### config.mk
export PLATFORM = sky130hd
export DESIGN_NAME = raster_scan_generator
export DESIGN_NICKNAME = d
export VERILOG_FILES = /design/src/rtl/raster_scan_generator.sv
export SDC_FILE = /design/constraint.sdc
export NUM_CORES = 1
export LEC_CHECK = 0
export ABC_CLOCK_PERIOD_IN_PS = 5000
export CAP_MARGIN = 25
export CORE_MARGIN = 8
export CORE_UTILIZATION = 45
export CTS_BUF_LIST = sky130_fd_sc_hd__clkbuf_8
export CTS_CLUSTER_DIAMETER = 60
export DETAILED_ROUTE_END_ITERATION = 8
export GPL_ROUTABILITY_DRIVEN = 0
export HOLD_SLACK_MARGIN = 0.12
export PLACE_DENSITY = 0.82
export SLEW_MARGIN = 30
export SYNTH_ARGS = -nofsm -noshare
export SYNTH_HDL_FRONTEND = slang
export SYNTH_SLANG_ARGS = --single-unit
### constraint.sdc
create_clock -name clk -period 5 [get_ports clk]
set_clock_uncertainty 0.2 [all_clocks]
set_input_delay 1.25 -clock clk [delete_from_list [all_inputs] [get_ports clk]]
set_output_delay 1.25 -clock clk [all_outputs]
set_load 0.02 [all_outputs]
### src/rtl/raster_scan_generator.sv
// Clips one screen-space bounding box per triangle to the viewport and walks it
// row-major, emitting LANES adjacent sample points per beat with a coverage mask.
module raster_scan_generator #(
    parameter int VIEWPORT_WIDTH  = 64,
    parameter int VIEWPORT_HEIGHT = 64,
    parameter int LANES           = 4,
    parameter int COORD_WIDTH     = 10,
    parameter int TAG_WIDTH       = 8
) (
    input  logic                   clk,
    input  logic                   rstn,

    output logic                   bbox_s_ready,
    input  logic                   bbox_s_valid,
    input  logic [COORD_WIDTH-1:0] bbox_s_x_min,
    input  logic [COORD_WIDTH-1:0] bbox_s_x_max,
    input  logic [COORD_WIDTH-1:0] bbox_s_y_min,
    input  logic [COORD_WIDTH-1:0] bbox_s_y_max,
    input  logic [TAG_WIDTH-1:0]   bbox_s_tag,

    input  logic                   pixel_group_m_ready,
    output logic                   pixel_group_m_valid,
    output logic [COORD_WIDTH-1:0] pixel_group_m_x,
    output logic [COORD_WIDTH-1:0] pixel_group_m_y,
    output logic [LANES-1:0]       pixel_group_m_mask,
    output logic [TAG_WIDTH-1:0]   pixel_group_m_tag,
    output logic                   pixel_group_m_last_row,
    output logic                   pixel_group_m_last,

    output logic                   busy,
    output logic                   done
);

    // One extra bit keeps x+LANES and the signed clip comparisons from wrapping.
    localparam int CW1 = COORD_WIDTH + 1;

    localparam logic signed [CW1-1:0] X_LIM   = CW1'(VIEWPORT_WIDTH - 1);
    localparam logic signed [CW1-1:0] Y_LIM   = CW1'(VIEWPORT_HEIGHT - 1);
    localparam logic signed [CW1-1:0] LANES_S = CW1'(LANES);
    localparam logic        [CW1-1:0] ALIGN   = ~CW1'(LANES - 1);

    typedef enum logic [0:0] {
        IDLE,
        SCAN
    } state_t;

    state_t state;

    logic signed [CW1-1:0] cx0_q, cx1_q, cy1_q;
    logic signed [CW1-1:0] x_q, y_q;

    logic signed [CW1-1:0] in_x_min, in_x_max, in_y_min, in_y_max;
    logic signed [CW1-1:0] clip_x0, clip_x1, clip_y0, clip_y1;
    logic                  clip_empty;

    logic signed [CW1-1:0] sel_cx0, sel_cx1, sel_cy1;
    logic signed [CW1-1:0] nxt_x, nxt_y;
    logic [LANES-1:0]      nxt_mask;
    logic                  nxt_last_row, nxt_last;

    assign in_x_min = {bbox_s_x_min[COORD_WIDTH-1], bbox_s_x_min};
    assign in_x_max = {bbox_s_x_max[COORD_WIDTH-1], bbox_s_x_max};
    assign in_y_min = {bbox_s_y_min[COORD_WIDTH-1], bbox_s_y_min};
    assign in_y_max = {bbox_s_y_max[COORD_WIDTH-1], bbox_s_y_max};

    assign clip_x0    = in_x_min[CW1-1] ? '0 : in_x_min;
    assign clip_x1    = (in_x_max > X_LIM) ? X_LIM : in_x_max;
    assign clip_y0    = in_y_min[CW1-1] ? '0 : in_y_min;
    assign clip_y1    = (in_y_max > Y_LIM) ? Y_LIM : in_y_max;
    assign clip_empty = (clip_x0 > clip_x1) || (clip_y0 > clip_y1);

    // The same beat-decode logic serves the first beat (from the incoming box)
    // and every following beat (from the latched bounds).
    always_comb begin
        logic signed [CW1-1:0] px;
        // NOTE: every variable gets a value on every path, so no latch is inferred.
        px           = '0;
        nxt_mask     = '0;
        sel_cx0      = cx0_q;
        sel_cx1      = cx1_q;
        sel_cy1      = cy1_q;
        nxt_x        = x_q + LANES_S;
        nxt_y        = y_q;
        if (state == IDLE) begin
            sel_cx0 = clip_x0;
            sel_cx1 = clip_x1;
            sel_cy1 = clip_y1;
            nxt_x   = clip_x0 & ALIGN;
            nxt_y   = clip_y0;
        end else if (pixel_group_m_last_row) begin
            nxt_x = cx0_q & ALIGN;
            nxt_y = y_q + CW1'(1);
        end
        for (int i = 0; i < LANES; i++) begin
            px          = nxt_x + CW1'(i);
            nxt_mask[i] = (px >= sel_cx0) && (px <= sel_cx1);
        end
        nxt_last_row = (nxt_x + LANES_S) > sel_cx1;
        nxt_last     = nxt_last_row && (nxt_y == sel_cy1);
    end

    // NOTE: state and outputs use non-blocking assignments so every register
    // samples pre-edge values regardless of statement order.
    always_ff @(posedge clk) begin
        if (!rstn) begin
            state                  <= IDLE;
            cx0_q                  <= '0;
            cx1_q                  <= '0;
            cy1_q                  <= '0;
            x_q                    <= '0;
            y_q                    <= '0;
            pixel_group_m_valid    <= 1'b0;
            pixel_group_m_mask     <= '0;
            pixel_group_m_tag      <= '0;
            pixel_group_m_last_row <= 1'b0;
            pixel_group_m_last     <= 1'b0;
            done                   <= 1'b0;
        end else begin
            done <= 1'b0;
            case (state)
                IDLE: begin
                    if (bbox_s_valid) begin
                        if (clip_empty) begin
                            done <= 1'b1;
                        end else begin
                            state                  <= SCAN;
                            cx0_q                  <= clip_x0;
                            cx1_q                  <= clip_x1;
                            cy1_q                  <= clip_y1;
                            x_q                    <= nxt_x;
                            y_q                    <= nxt_y;
                            pixel_group_m_valid    <= 1'b1;
                            pixel_group_m_mask     <= nxt_mask;
                            pixel_group_m_tag      <= bbox_s_tag;
                            pixel_group_m_last_row <= nxt_last_row;
                            pixel_group_m_last     <= nxt_last;
                        end
                    end
                end
                SCAN: begin
                    if (pixel_group_m_ready) begin
                        if (pixel_group_m_last) begin
                            state               <= IDLE;
                            pixel_group_m_valid <= 1'b0;
                            done                <= 1'b1;
                        end else begin
                            x_q                    <= nxt_x;
                            y_q                    <= nxt_y;
                            pixel_group_m_mask     <= nxt_mask;
                            pixel_group_m_last_row <= nxt_last_row;
                            pixel_group_m_last     <= nxt_last;
                        end
                    end
                end
                default: state <= IDLE;
            endcase
        end
    end

    assign pixel_group_m_x = x_q[COORD_WIDTH-1:0];
    assign pixel_group_m_y = y_q[COORD_WIDTH-1:0];
    assign bbox_s_ready    = (state == IDLE);
    assign busy            = (state == SCAN);

endmodule

# ---- Word-level counts from Yosys, hierarchy flattened
# Cells that the tools add are included.
dict set report classes {
  bitwise 2
  n_reduce_logical 10
  muxes 51
  addsub 6
  n_lt_le_gt_ge 13
  eq_ne 6
}
# operator n
set ops {}
lappend ops {{two-way mux 11 bit} 17}
lappend ops {{greater-or-equal comparator 11 bit} 4}
lappend ops {{less-or-equal comparator 11 bit} 4}
lappend ops {{case mux 11 bit (2 select lines)} 2}
lappend ops {{adder 11 x 2 -> 11 bit (second input constant)} 2}
lappend ops {{adder 11 x 3 -> 11 bit (second input constant)} 2}
lappend ops {{adder 11 x 4 -> 11 bit (second input constant)} 2}
lappend ops {{greater-than comparator 10 x 11 -> 1 bit} 2}
lappend ops {{greater-than comparator 10 x 7 -> 1 bit (second input constant)} 2}
lappend ops {{two-way mux 1 bit} 20}
lappend ops {{two-way mux 9 bit} 2}
lappend ops {{two-way mux 4 bit} 4}
lappend ops {{equality test 11 bit} 1}
lappend ops {{greater-than comparator 11 bit} 1}
lappend ops {{case mux 1 bit (2 select lines)} 5}
lappend ops {{!= test 2 bit (second input constant)} 4}
lappend ops {{case mux 4 bit (2 select lines)} 1}
lappend ops {{AND reduction 4 bit} 2}
lappend ops {{AND reduction 3 bit} 2}
lappend ops {{logical AND 1 bit} 5}
lappend ops {{!= test 2 x 1 -> 1 bit (second input constant)} 1}
lappend ops {{inverter 1 bit} 2}
lappend ops {{logical OR 1 bit} 1}
dict set report totals {
  out_inout_bits 38
  in_bits 52
  regBits 72
  wordCells 100
}

# ---- Depth between registers and ports, before layout
# Gate-level depths: netlist of run 1.
dict set report depth {
  word_depth 9
  mapped_depth 18
  ltp_nobuf 17
}

# ---- Least setup slack after synthesis of run 1
# No wires, ideal clock.
dict set report synth_path {
  path_type {input-to-reg}
  start {input port bbox_s_x_min[9]}
  end {register pixel_group_m_mask[1]}
  required_ns 4.715
  path_stages 15
  arrival_ns 4.752
  path_buffers 1
  setup_ns 0.085
  setup_slack_ns -0.036
  path_cell_list {buf_2 > nor3b_1 > a31oi_1 > inv_1 > ha_1 > nand2_2 > nor4_4 > nand4_1 > xnor2_1 > ha_1 > nand4_1 > or4b_1 > or4b_1 > a22o_1 > o31ai_2}
}
dict set report synth_between {
  elab_chain_len 8
  word_cells_on_any_way 16
  cone_classes {1 x add/sub; 3 x order compare; 1 x eq/ne; 8 x mux; 3 x reduce/logical}
}
# element line_no
set synth_rtl {}
lappend synth_rtl {{from (decl)} 15} ;# input logic [COORD_WIDTH-1:0] bbox_s_x_min,
lappend synth_rtl {{two-way mux 9 bit (*)} 66} ;# assign clip_x0 = in_x_min[CW1-1] ? '0 : in_x_min;
lappend synth_rtl {{two-way mux 11 bit (*)} 84} ;# if (state == IDLE) begin
lappend synth_rtl {{via nxt_x[2]} 57} ;# logic signed [CW1-1:0] nxt_x, nxt_y;
lappend synth_rtl {{adder 11 x 2 -> 11 bit (*)} 95} ;# px = nxt_x + CW1'(i);
lappend synth_rtl {{greater-or-equal comparator 11 bit or less-or-equal comparator 11 bit (tied branches)} 96} ;# nxt_mask[i] = (px >= sel_cx0) && (px <= sel_cx1);
lappend synth_rtl {{logical AND 1 bit (*)} 96}
lappend synth_rtl {{two-way mux 4 bit, on equally long branches} {142, 123}}
lappend synth_rtl {{two-way mux 4 bit, on equally long branches} {141, 122}}
lappend synth_rtl {{case mux 4 bit (2 select lines) (*)} 120} ;# case (state)
lappend synth_rtl {{to (signal assigned)} 133} ;# pixel_group_m_mask <= nxt_mask;
lappend synth_rtl {{to (signal assigned)} 149} ;# pixel_group_m_mask <= nxt_mask;
lappend synth_rtl {{to (decl)} 25} ;# output logic [LANES-1:0] pixel_group_m_mask,
# Mark *: on every way through the listed nets, which the timed path passes. The rest lies on a longest branch. The select of a mux whose other input is x is not followed.
# A chain may end at the register's enable or synchronous reset.

# ---- Worst setup path after layout of run 1
dict set report layout_path {
  start {input port bbox_s_x_min[2]}
  end {register pixel_group_m_mask[1]}
}
# Same word-level chain as after synthesis.

==> results.cfg, run 1 <==
[run_status]
status = finished clean

[hold_path]
hp-start = pixel_group_m_mask[0]$_SDFFE_PN0P_
hold_class = flip-flop to flip-flop
whs_endpoint = pixel_group_m_mask[0]$_SDFFE_PN0P_
hold_path_depth = 2

[route]
drtPass1Iterations = 5
drt_iter0_drc = 803
vias = 7022
wl_per_cell_um = 18.5
avgViaCountPerCell = 5.88
route.detailed.drc = 0
ant_nets = 0
wl_mm = 22.0

[critical_path]
cp_slowest_cell = or4b_1
critPathMaxFanout = 3
path_cells = clkdlybuf4s50_1, nor3b_4, a31oi_2, inv_2, ha_4, nand2_4, nor4_4, nand4_1, xnor2_2, ha_1, nand4_1, or4b_1, or4b_1, a22o_1, o31ai_2
worstSetupStartpoint = bbox_s_x_min[2]
crit_path_end_kind = flip-flop
start_kind = input port
reg2reg_depth = 13
critPathMaxStageDelay_ps = 520
r2r_start = pixel_group_m_last_row$_SDFFE_PN0P_
crit_type = input port to flip-flop
arrival_ps = 4990
cp.required_ps = 5100
r2r-end = pixel_group_m_mask[1]$_SDFFE_PN0P_
reg2reg_slack_ps = 410

[clock_network]
clk_latency_ps = 380
cts_root_buffer = clkbuf_8
clk_transition_reported_paths_ps = 90
clockBufferDepth = 2
h-tree-depth = 3
cts_tree = done
clock-sinks = 68
holdBufCountCts = 0
cts_inserted_buffers = 9

[synth]
async_flop_share = 0
synth_area_um2 = 6880
synth_top_area_frac = 0.198
ys.flop_type = dfxtp_1
synth.distinct_cells = 78
synth_most_common_cell = ha_1
ys.warnings.count = 0
syn_avg_cell_area_um2 = 7.89
synth-edff-count = 0
synth_seq_cells = 68
syn_inst = 872
synth_area_leaders = dfxtp_1, ha_1, xnor2_1
yosysSeqAreaShare = 0.198
yosys.area.top_type = dfxtp_1
synth_common_cells = ha_1, nor2_1, nand2_1
syn_nets = 1017

[final_layout]
drive_above_1_share = 0.141
num-fill-cells = 1309
fin_area_um2 = 8680
syn_to_final_growth_pct = 26.3
nNetsFinal = 1145
multi_input_area_um2 = 5140
fin_cells = 1194
seq_area_um2 = 1360

[floorplanning]
core_um2 = 15100
io_pins = 90
die_w_um = 140
die_y_um = 140
rows = 45
die_area_um2 = 19500
start_util = 0.456

[grt]
grt_pass1_vias = 6563
grt_pass1_wl_mm = 34.9
grt_overflow = 0
antenna_found_initial = 1
grtUsageTotal = 0.220
grt_max_degree = 40

[pwr]
power.leakage_nw = 3.62
power.density_nw_per_um2 = 204
ir_worst_vdd_mv = 0.177
power_mw = 1.77

[sta]
slew_headroom = 0.402
slew_viol_final = 0
worst_pin_slew_ps = 892
finalCritPeriodShare = 0.977
setup_viol = 0
final_hold_viol_count = 0
max_freq_ghz = 0.205
fin_ws_ps = 116
min_period_ps = 4880
whs_ps = 259

[placement]
port_buffers = 89
placed_area_um2 = 8370
place_ws_ps = -311
dpl.hpwl_mm = 17.6
dp_cells = 1176

[run]
max_cap_violations = 0
==> cell type report <==
type	count	area share
multi-input cells	715	0.592
repair buffers	178	0.183
flip-flops and latches	68	0.157
well taps	188	0.0271
clock buffers	11	0.0174
inverters	28	0.0124
clock inverters	5	0.0114
diodes	1	0.000288
==> routing by layer <==
| metal | GRT usage | wire length [µm] | vias to the layer above |
|---|---|---|---|
| met4 | 0.0937 | 821 | 0 |
| met5 | 0 | 0 | - |
| li1 | - | - | 3369 |
| met3 | 0.0523 | 2120 | 64 |
| met2 | 0.343 | 9790 | 375 |
| met1 | 0.285 | 9310 | 3214 |
==> stage by stage <==
step	util	setup TNS (ps)
3_3_place_gp	0.554	-211
3_5_place_dp	0.554	-486
2_1_floorplan	-	0
4_1_cts	0.571	0
6_report	0.576	0
5_1_grt	0.576	-32.4
==> what timing repair did <==
item,CTS,global route
endpoints found under the setup margin,0,2
setup buffers,0,1
resized for setup,0,12
==> sequential cells by signal, summed over array words and instances, names as in the netlist <==
register and count:
pixel_group_m_valid 1, cx0_q 9, pixel_group_m_mask 4, y_q 11, cx1_q 10, busy 1
pixel_group_m_last_row 1, pixel_group_m_tag 8, x_q 11, pixel_group_m_last 1, cy1_q 10, done 1
==> logic make-up after synthesis <==
logic type      synth area share
compound gates             0.187
flops                      0.198
simple gates               0.243
fa+ha+maj                  0.174
mux                       0.0369
buf+inv                   0.0640
xor+xnor                  0.0975
==> how the worst max path moves through the flow <==
stage / to / slack [ps] / cells past startpoint
after floorplan: pixel_group_m_mask[1]$_SDFFE_PN0P_ / 40 / 15
after global placement: pixel_group_m_mask[1]$_SDFFE_PN0P_ / -170 / 16
after detailed placement: pixel_group_m_mask[1]$_SDFFE_PN0P_ / -310 / 16
after CTS: pixel_group_m_mask[1]$_SDFFE_PN0P_ / 40 / 16
after global routing: pixel_group_m_mask[1]$_SDFFE_PN0P_ / -30 / 15
final: pixel_group_m_mask[1]$_SDFFE_PN0P_ / 120 / 15
==> cell usage in the layout, fill, tap and decap left out, types with 4 or more instances in the layout <==
cell type,Yosys,layout
o21ai_0,31,30
o211a_1,4,4
o2111ai_1,4,4
xor2_1,15,15
and3_1,14,14
inv_1,21,20
clkdlybuf4s50_1,0,88
a21oi_1,63,63
nor2b_1,28,27
a21boi_0,5,5
nand3_1,21,21
a21o_1,10,10
clkinv_1,4,5
nor3_1,16,16
nor4_1,6,6
ha_1,93,92
a31oi_1,5,4
dfxtp_1,68,67
xnor2_1,54,53
a2111oi_0,4,4
nand2b_1,12,12
or2_2,7,7
nor2_1,91,91
o21a_1,10,10
clkbuf_8,0,11
a211oi_1,18,18
nand2_1,76,76
buf_4,21,87
nand4_1,21,21
o21bai_1,7,7
and2_1,6,6
mux2i_1,22,22
==> critical path: cells and delay by family <==
kind / cells / cell delay (ps)
buffers and inverters: 2 / 620
xor gates and xnor gates: 1 / 220
adders and majority gates: 2 / 470
AOI/OAI and AO/OA: 3 / 470
and+or+nand+nor: 7 / 1960
==> where the power goes <==
part | switching (mW) | internal, mW | leakage [nW]
Clock | 0.233 | 0.356 | 0.131
Combinational | 0.324 | 0.278 | 2.94
Sequential | 0.0198 | 0.558 | 0.551
Total | 0.577 | 1.19 | 3.62
No activity file was read; power rests on OpenSTA's default activity.
==> inputs of run 2 (changes only) <==
--- a/config.mk
+++ b/config.mk
@@ -5,6 +5,7 @@
 export SDC_FILE = /design/constraint.sdc
 export NUM_CORES = 1
 export LEC_CHECK = 0
+export ABC_AREA = 1
 export ABC_CLOCK_PERIOD_IN_PS = 5000
 export CAP_MARGIN = 25
 export CORE_MARGIN = 8
@@ -14,7 +15,7 @@
 export DETAILED_ROUTE_END_ITERATION = 8
 export GPL_ROUTABILITY_DRIVEN = 0
 export HOLD_SLACK_MARGIN = 0.12
-export PLACE_DENSITY = 0.82
+export PLACE_DENSITY = 0.7
 export SLEW_MARGIN = 30
 export SYNTH_ARGS = -nofsm -noshare
 export SYNTH_HDL_FRONTEND = slang
==> run 2 against run 1 <==
Against the previous run: final cell count grew 18%; clock power shrank 21%; synthesized cell count grew 29%; via count grew 4.2%; combinational power grew 3.7%; maximum frequency grew 5.7%; non-clock buffer count shrank 70; global-route usage shrank 1.1 points; synthesized area grew 4.0%; critical path type unchanged.
==> results.cfg, run 2 <==
[run_status]
status = finished clean

[pwr]
ir_worst_vdd_mv = 0.131
clkPwrFrac = 0.278
power.leakage_nw = 4.11
intPower_mw = 1.07
seq_power_share = 0.349
power.density_nw_per_um2 = 199
pwr-share-comb = 0.373
p_sw_mw = 0.602
power_mw = 1.68
switching_share = 0.359

[floorplanning]
core_um2 = 15700
die_w_um = 142
start_util = 0.455
rows = 46
die_area_um2 = 20200
io_pins = 90
die_y_um = 142

[synth]
synth_top_area_frac = 0.190
yosys.area.top_type = dfxtp_1
syn_nets = 1270
syn_inst = 1125
syn_avg_cell_area_um2 = 6.35
yosysSeqAreaShare = 0.190
synth-edff-count = 0
synth_most_common_cell = nand2_1
async_flop_share = 0
ys.warnings.count = 0
synth.distinct_cells = 51
synth_area_um2 = 7150
ys.flop_type = dfxtp_1
synth_seq_cells = 68
synth_area_leaders = dfxtp_1, ha_1, nand2_1
synth_common_cells = nand2_1, inv_1, nor2_1

[critical_path]
critPathMaxFanout = 5
cp.required_ps = 5090
crit_type = input port to flip-flop
crit_path_frequent_cell = nand2_1
crit_path_end_kind = flip-flop
start_kind = input port
cp_slowest_cell = clkdlybuf4s50_1
path_cells = clkdlybuf4s50_1, inv_2, nand2_1, inv_1, nor2_1, a21oi_4, buf_4, ha_1, nand3_1, nor2_1, nand2_1, xor2_1, nand2_1, o21ai_0, ha_1, nand2_1, nor2_1, nor4b_1, a21oi_1, nand2_1, nand2_1, a21oi_2
critPathMaxStageDelay_ps = 430
arrival_ps = 4710

[final_layout]
final_cell_mix = nand2_1, inv_1, nor2_1
biggestRegsByFlops = x_q (11), y_q (11)
drive_above_1_share = 0.0660
num_antenna_cells = 0
fin_area_um2 = 8410
syn_to_final_growth_pct = 17.6
fin_cells = 1413
utilization = 0.535
nNetsFinal = 1338
final_common_cell = nand2_1

[route]
wl_per_cell_um = 14.8
dr_wl_met2_mm = 9.57
route.detailed.drc = 0
maxUsedRoutingLayer = met4
drtPass1Iterations = 5
vias = 7316
drt_iter0_drc = 549
met3_length_mm = 1.50
drt-met1-wl_mm = 9.50
ant_nets = 0
avgViaCountPerCell = 5.18
wl_mm = 21.0

[grt]
grt_pass1_wl_mm = 33.8
grtUsageTotal = 0.209
grt_pass1_vias = 6705
antenna_found_initial = 0
grt_overflow = 0
grt_max_degree = 53

[sta]
rsz0062_at_grt = false
finalCritPeriodShare = 0.924
min_period_ps = 4620
max_freq_ghz = 0.216
fin_ws_ps = 380
setup_viol = 0
worst_pin_slew_ps = 946
tns_ps = 0
final_hold_viol_count = 0
slew_viol_final = 0
whs_ps = 239
slew_headroom = 0.363

[placement]
port_buffers = 89
placed_area_um2 = 8180
dpl.hpwl_mm = 17.0
place_ws_ps = 13.9
dp_cells = 1397

[clock_network]
holdBufCountCts = 0
h-tree-depth = 3
cts_root_buffer = clkbuf_8
clk_latency_ps = 350
cts_inserted_buffers = 9
clockBufferDepth = 2
clock-sinks = 68
clk_transition_reported_paths_ps = 70
cts_tree = done

[run]
max_cap_violations = 0

[hold_path]
hold_class = flip-flop to flip-flop
run 2: cell families after synthesis:
group	share of synthesized area
adders and majority gates	0.163
xor gates and xnor gates	0.0292
buffers and inverters	0.130
DFF	0.190
and+or+nand+nor	0.317
AOI/OAI and AO/OA	0.170
run 2: what timing repair did:
item                                   in CTS  in global routing
resized for setup                           0                  2
buffers inserted                            0                  1
endpoints found under the hold margin       0                  0
setup endpoints to repair                   0                  2
run 2: path summary, 6_finish.rpt:
path	startpoint	to	slack, ps	cells past startpoint
worst max register to register	pixel_group_m_last_row$_SDFFE_PN0P_	pixel_group_m_mask[3]$_SDFFE_PN0P_	670	20
worst max-delay path	bbox_s_x_min[9]	pixel_group_m_mask[1]$_SDFFE_PN0P_	380	22
worst min-delay path	cy1_q[8]$_SDFFE_PN0P_	cy1_q[8]$_SDFFE_PN0P_	240	2
worst min register to register	cy1_q[8]$_SDFFE_PN0P_	cy1_q[8]$_SDFFE_PN0P_	240	2
run 2: area by class of cell:
| type | count | area [µm²] |
|---|---|---|
| well taps | 216 | 270 |
| repair buffers | 108 | 1070 |
| clock buffers | 12 | 165 |
| fillers | 1590 | 7310 |
| flip-flops and latches | 68 | 1360 |
| clock inverters | 3 | 37.5 |
| multi-input cells | 841 | 4880 |
| inverters | 165 | 619 |
run 2: metal layers:
layer | vias to the layer above | global-route usage
met5 | - | 0
met4 | 0 | 0.0497
met3 | 35 | 0.0429
met2 | 225 | 0.345
met1 | 3264 | 0.274
li1 | 3792 | -
run 2: power groups by stage:
stage	Sequential, mW	Combinational, mW	Clock, mW
2_1_floorplan	0.597	0.415	0
3_3_place_gp	0.597	0.609	0
3_5_place_dp	0.597	0.616	0
4_1_cts	0.585	0.619	0.480
5_1_grt	0.588	0.702	0.506
6_report	0.585	0.624	0.466
run 2: critical path, delay by kind of cell:
| kind | cells | cell delay (ps) |
|---|---|---|
| compound gates | 4 | 550 |
| xor+xnor | 1 | 180 |
| fa+ha+maj | 2 | 470 |
| buf+inv | 4 | 760 |
| simple gates | 11 | 1490 |
==> inputs of run 3 (changes only) <==
--- a/config.mk
+++ b/config.mk
@@ -13,10 +13,10 @@
 export CTS_BUF_LIST = sky130_fd_sc_hd__clkbuf_8
 export CTS_CLUSTER_DIAMETER = 60
 export DETAILED_ROUTE_END_ITERATION = 8
+export DONT_BUFFER_PORTS = 1
 export GPL_ROUTABILITY_DRIVEN = 0
 export HOLD_SLACK_MARGIN = 0.12
-export PLACE_DENSITY = 0.7
-export SLEW_MARGIN = 30
+export SLEW_MARGIN = 20
 export SYNTH_ARGS = -nofsm -noshare
 export SYNTH_HDL_FRONTEND = slang
 export SYNTH_SLANG_ARGS = --single-unit
==> run 3 against run 2 <==
Against the previous run: combinational power shrank 15%; wire length is 0.77% higher; clock power rose by 15%; die area unchanged; final cell count is 6.7% lower; largest cell class unchanged.
==> results.cfg, run 3 (synthesis gave the netlist of run 2 again) <==
[clock_network]
postCtsSetupRepairBufs = 0
cts_resized = 0
clock-sinks = 68
clk_transition_reported_paths_ps = 70
cts_root_buffer = clkbuf_8
cts_tree = done
holdBufCountCts = 0
clk_latency_ps = 360
clockBufferDepth = 2
h-tree-depth = 3
cts_inserted_buffers = 9

[route]
ant_nets = 0
route.detailed.drc = 0
wl_per_cell_um = 16.0
maxUsedRoutingLayer = met4
wl_mm = 21.1
met3_length_mm = 1.61
avgViaCountPerCell = 5.25
vias = 6920
dr_wl_met2_mm = 9.42
drt-met1-wl_mm = 9.88
drt_iter0_drc = 468
drtPass1Iterations = 5

[floorplanning]
io_pins = 90
start_util = 0.455
core_um2 = 15700
rows = 46
die_area_um2 = 20200
die_y_um = 142
die_w_um = 142

[final_layout]
drive_above_1_share = 0.0671
utilization = 0.474
syn_to_final_growth_pct = 4.18
final_cell_mix = nand2_1, inv_1, nor2_1
num_antenna_cells = 0
biggestRegsByFlops = x_q (11), y_q (11)
final_common_cell = nand2_1
nNetsFinal = 1243

[grt]
grt_max_degree = 76
grtUsageTotal = 0.209
antenna_found_initial = 0
grt_pass1_wl_mm = 33.3
grt_pass1_vias = 6264
grt_overflow = 0

[hold_path]
hold_class = flip-flop to flip-flop
hold_path_depth = 2

[critical_path]
reg2reg_depth = 20
start_kind = input port
critPathMaxFanout = 10
crit_path_end_kind = flip-flop
cp.required_ps = 5090
crit_type = input port to flip-flop
arrival_ps = 4460

[pwr]
ir_worst_vdd_mv = 0.199
power.density_nw_per_um2 = 224
power_mw = 1.67
power.leakage_nw = 3.75

[sta]
slew_viol_final = 0
rsz0062_at_grt = false
finalCritPeriodShare = 0.874
max_freq_ghz = 0.229
slew_headroom = 0.327
tns_ps = 0
min_period_ps = 4370
final_hold_viol_count = 0
worst_pin_slew_ps = 1000
setup_viol = 0

[run_status]
status = finished clean

[placement]
dpl.hpwl_mm = 17.2
port_buffers = 0

[run]
max_cap_violations = 0
==> run 3: changes by cell type in the layout (fill, tap and decap cells not counted), moves of 2 or more <==
cell,delta
clkdlybuf4s50_1,-89
buf_12,-3
inv_1,-2
buf_4,-4
==> run 3: per-stage QoR <==
stage                     hold slack (ps)  instances  cell area [µm²]  setup WS (ps)
after floorplan                       218       1125             7150            746
after global placement                227       1302             7210            453
after detailed placement              230       1302             7210            318
after CTS                             243       1318             7440            699
after global routing                  254       1319             7450            319
final                                 242       1319             7450            629
==> run 3: power breakdown <==
part	switching (mW)	internal (mW)	leakage, nW
combinational	0.348	0.180	3.07
clock	0.227	0.310	0.120
sequential	0.0414	0.563	0.552
total	0.616	1.05	3.75
==> run 3: path summary, 6_finish.rpt <==
check | to | startpoint | slack [ps]
hold reg to reg | cx1_q[6]$_SDFFE_PN0P_ | cx1_q[6]$_SDFFE_PN0P_ | 240
hold / removal | cx1_q[6]$_SDFFE_PN0P_ | cx1_q[6]$_SDFFE_PN0P_ | 240
setup / recovery | pixel_group_m_mask[2]$_SDFFE_PN0P_ | bbox_s_x_min[9] | 630
setup reg to reg | pixel_group_m_mask[3]$_SDFFE_PN0P_ | pixel_group_m_last_row$_SDFFE_PN0P_ | 810
==> run 3: area by class of cell <==
| cell class | instances | area [µm²] |
|---|---|---|
| inverters | 165 | 619 |
| flip-flops and latches | 68 | 1360 |
| clock inverters | 5 | 82.6 |
| clock buffers | 11 | 151 |
| fillers | 1674 | 8260 |
| multi-input cells | 841 | 4870 |
| well taps | 216 | 270 |
| repair buffers | 13 | 95.1 |
==> run 3: worst max-delay path: stages <==
cell,delay (ps)
inv_2,80
nand2_1,80
inv_1,80
nor2_1,70
a21oi_4,340
ha_1,300
inv_1,100
nor2_4,160
inv_1,80
nor2_2,120
nand4_2,160
nor2_1,150
xor2_1,150
inv_1,70
ha_1,320
nand2_1,60
nor2_1,120
nand2_1,100
nor4_1,270
nand3_1,130
nand3_1,100
nand2_1,60
a21oi_2,100
==> run 3: layer usage <==
layer	GRT usage	vias up
li1	-	3609
met1	0.278	3100
met2	0.325	195
met3	0.0554	16
met4	0.0520	0
met5	0	-
==> RTL edit (flow settings as in run 3) <==
Set the parameter `VIEWPORT_HEIGHT` to 32 (it was 64).
--- a/src/rtl/raster_scan_generator.sv
+++ b/src/rtl/raster_scan_generator.sv
@@ -4,3 +4,3 @@
     parameter int VIEWPORT_WIDTH  = 64,
-    parameter int VIEWPORT_HEIGHT = 64,
+    parameter int VIEWPORT_HEIGHT = 32,
     parameter int LANES           = 4,
Check against the original RTL: not equivalent (a bounded check fails within 4 cycles, from zero or initial values and one cycle with rstn low).
==> RTL edit against run 3 <==
Power grew 9.8%; routed wire length grew 3.3%; die area grew 1.2%; largest power group is now combinational logic; area after synthesis grew 1.3%; sequential cell count is the same; register-to-register slack gained 120 ps; critical path depth shrank 3; count of clock-buffer cells in the layout shrank 2; setup slack gained 160 ps; design area grew 0.18%.
==> RTL edit: results (changes against run 3) <==
global-route wire length before repair 34400 µm (+3.6%); DR WL/cell 16.5 µm (+3.2%); Syn Area/Cell 6.41 µm² (+0.81%); root buffer cell clkbuf_8; number of buffers created by CTS 9 (unchanged); placed cell count 1304 (+0.15%); Clock transition at path regs 90 ps (+20 ps); Synth top cells by count 273 x nand2_1, 141 x inv_1, 99 x nor2_1, 93 x ha_1, 84 x a21oi_1; Lkg Pwr 3.74 nW (-0.14%); Worst R2R Start x_q[2]$_SDFFE_PN0P_; Clk Latency, worst-skew pair 380 ps (+20 ps); Post-CTS Resized 0 (unchanged); run status finished clean; Iter 0 DRT Violations 540 (+15%); DP Wirelength 17700 µm (+3.3%); CP max FO 8 (-2); vias in the first global route 6376 (+1.8%); Hold Startpoint cx1_q[6]$_SDFFE_PN0P_; CP Launch Point bbox_s_x_min[9]; worst IR drop on VDD 219 µV (+10%); drt total wl 21800 µm (+3.3%); post-synth cell types 53 (+3.9%); maximum number of pins on one net before global-route repair 54 (-29%); Synth warnings 0 (unchanged); Max clock buf depth 2 (unchanged); worst hold path type flip-flop to flip-flop; layout cells sized above 1 8.24% (+1.5 points); H-tree levels 3 (unchanged); # diodes 0 (unchanged); Slew Limit Headroom 26.6% (-6.1 points); GRT Util Overall 21.7% (+0.83 points); top cells by area, synth dfxtp_1 19%, ha_1 16%, nand2_1 14%, inv_1 7.3%, a21oi_1 5.8%; crit path DAT 4320 ps (-140 ps); Primary FF master, synth dfxtp_1; biggest regs x_q x11, y_q x11; routed vias 6986 (+0.95%); initial antenna violation count 0 (unchanged); sequential area share after synthesis 18.8% (-0.25 points); post-place setup slack 404 ps (+86.1 ps); Net count, final 1244 (+0.080%)
## RTL edit: changes by cell type after synthesis, moves of 5 or more
cell	run 3	this run
buf_2	14	8
nor2_1	112	99
nand3_1	56	74
a21oi_1	79	84
a211oi_1	18	9
clkbuf_1	10	15
inv_1	157	141
nand2_2	6	11
## RTL edit: routing by layer
layer / global-route usage, % / routed length [µm]
met2: 30.5 / 8790
met3: 5.58 / 1990
met5: 0 / 0
met4: 5.59 / 399
met1: 31.7 / 10600
## RTL edit: stage by stage
step,area (µm²),utilization (%)
after floorplan,7250,-
after global placement,7260,45.8
after detailed placement,7260,45.8
after CTS,7460,47.1
after global routing,7460,47.1
final,7460,47.1
## RTL edit: area by class of cell
class	instances	area (µm²)
fill	1690	8370
multi-input combinational	855	4960
sequential	68	1360
inverter	153	577
tap	216	270
clock buffer	9	124
timing repair buffer	12	90.1
clock inverter	7	82.6
## RTL edit: critical path: stages
cell,delay [ps]
inv_2,80
nand2_1,110
nand2_1,150
nand2_4,100
inv_1,170
ha_1,300
nand3_2,160
nor2_2,290
nand3_1,150
xor2_1,180
o21ai_0,170
inv_1,80
ha_1,290
a21oi_1,130
nor2_1,50
a211oi_1,240
nand3_1,110
nand3_1,90
nand4_1,70
a21oi_1,120
## RTL edit: power by group
group          total, W  switching (W)  internal (W)
Sequential     0.000619      0.0000523      0.000566
Clock          0.000502       0.000263      0.000239
Combinational  0.000711       0.000469      0.000242
Total           0.00183       0.000785       0.00105
## RTL edit: worst paths after layout
check | to | slack, ps | cells past startpoint
worst max-delay path | pixel_group_m_mask[1]$_SDFFE_PN0P_ | 790 | 20
worst min-delay path | cx1_q[6]$_SDFFE_PN0P_ | 240 | 2
worst max register to register | pixel_group_m_mask[1]$_SDFFE_PN0P_ | 930 | 20
worst min register to register | cx1_q[6]$_SDFFE_PN0P_ | 240 | 2
## RTL edit: kinds of logic (layout without fill, tap and decap cells)
family,Yosys count,in the layout,synth area share [%]
xor+xnor,21,21,2.54
simple gates,525,525,32.7
fa+ha+maj,93,93,16.1
buf+inv,208,181,12.8
compound gates,216,216,17.1
flops,68,68,18.8
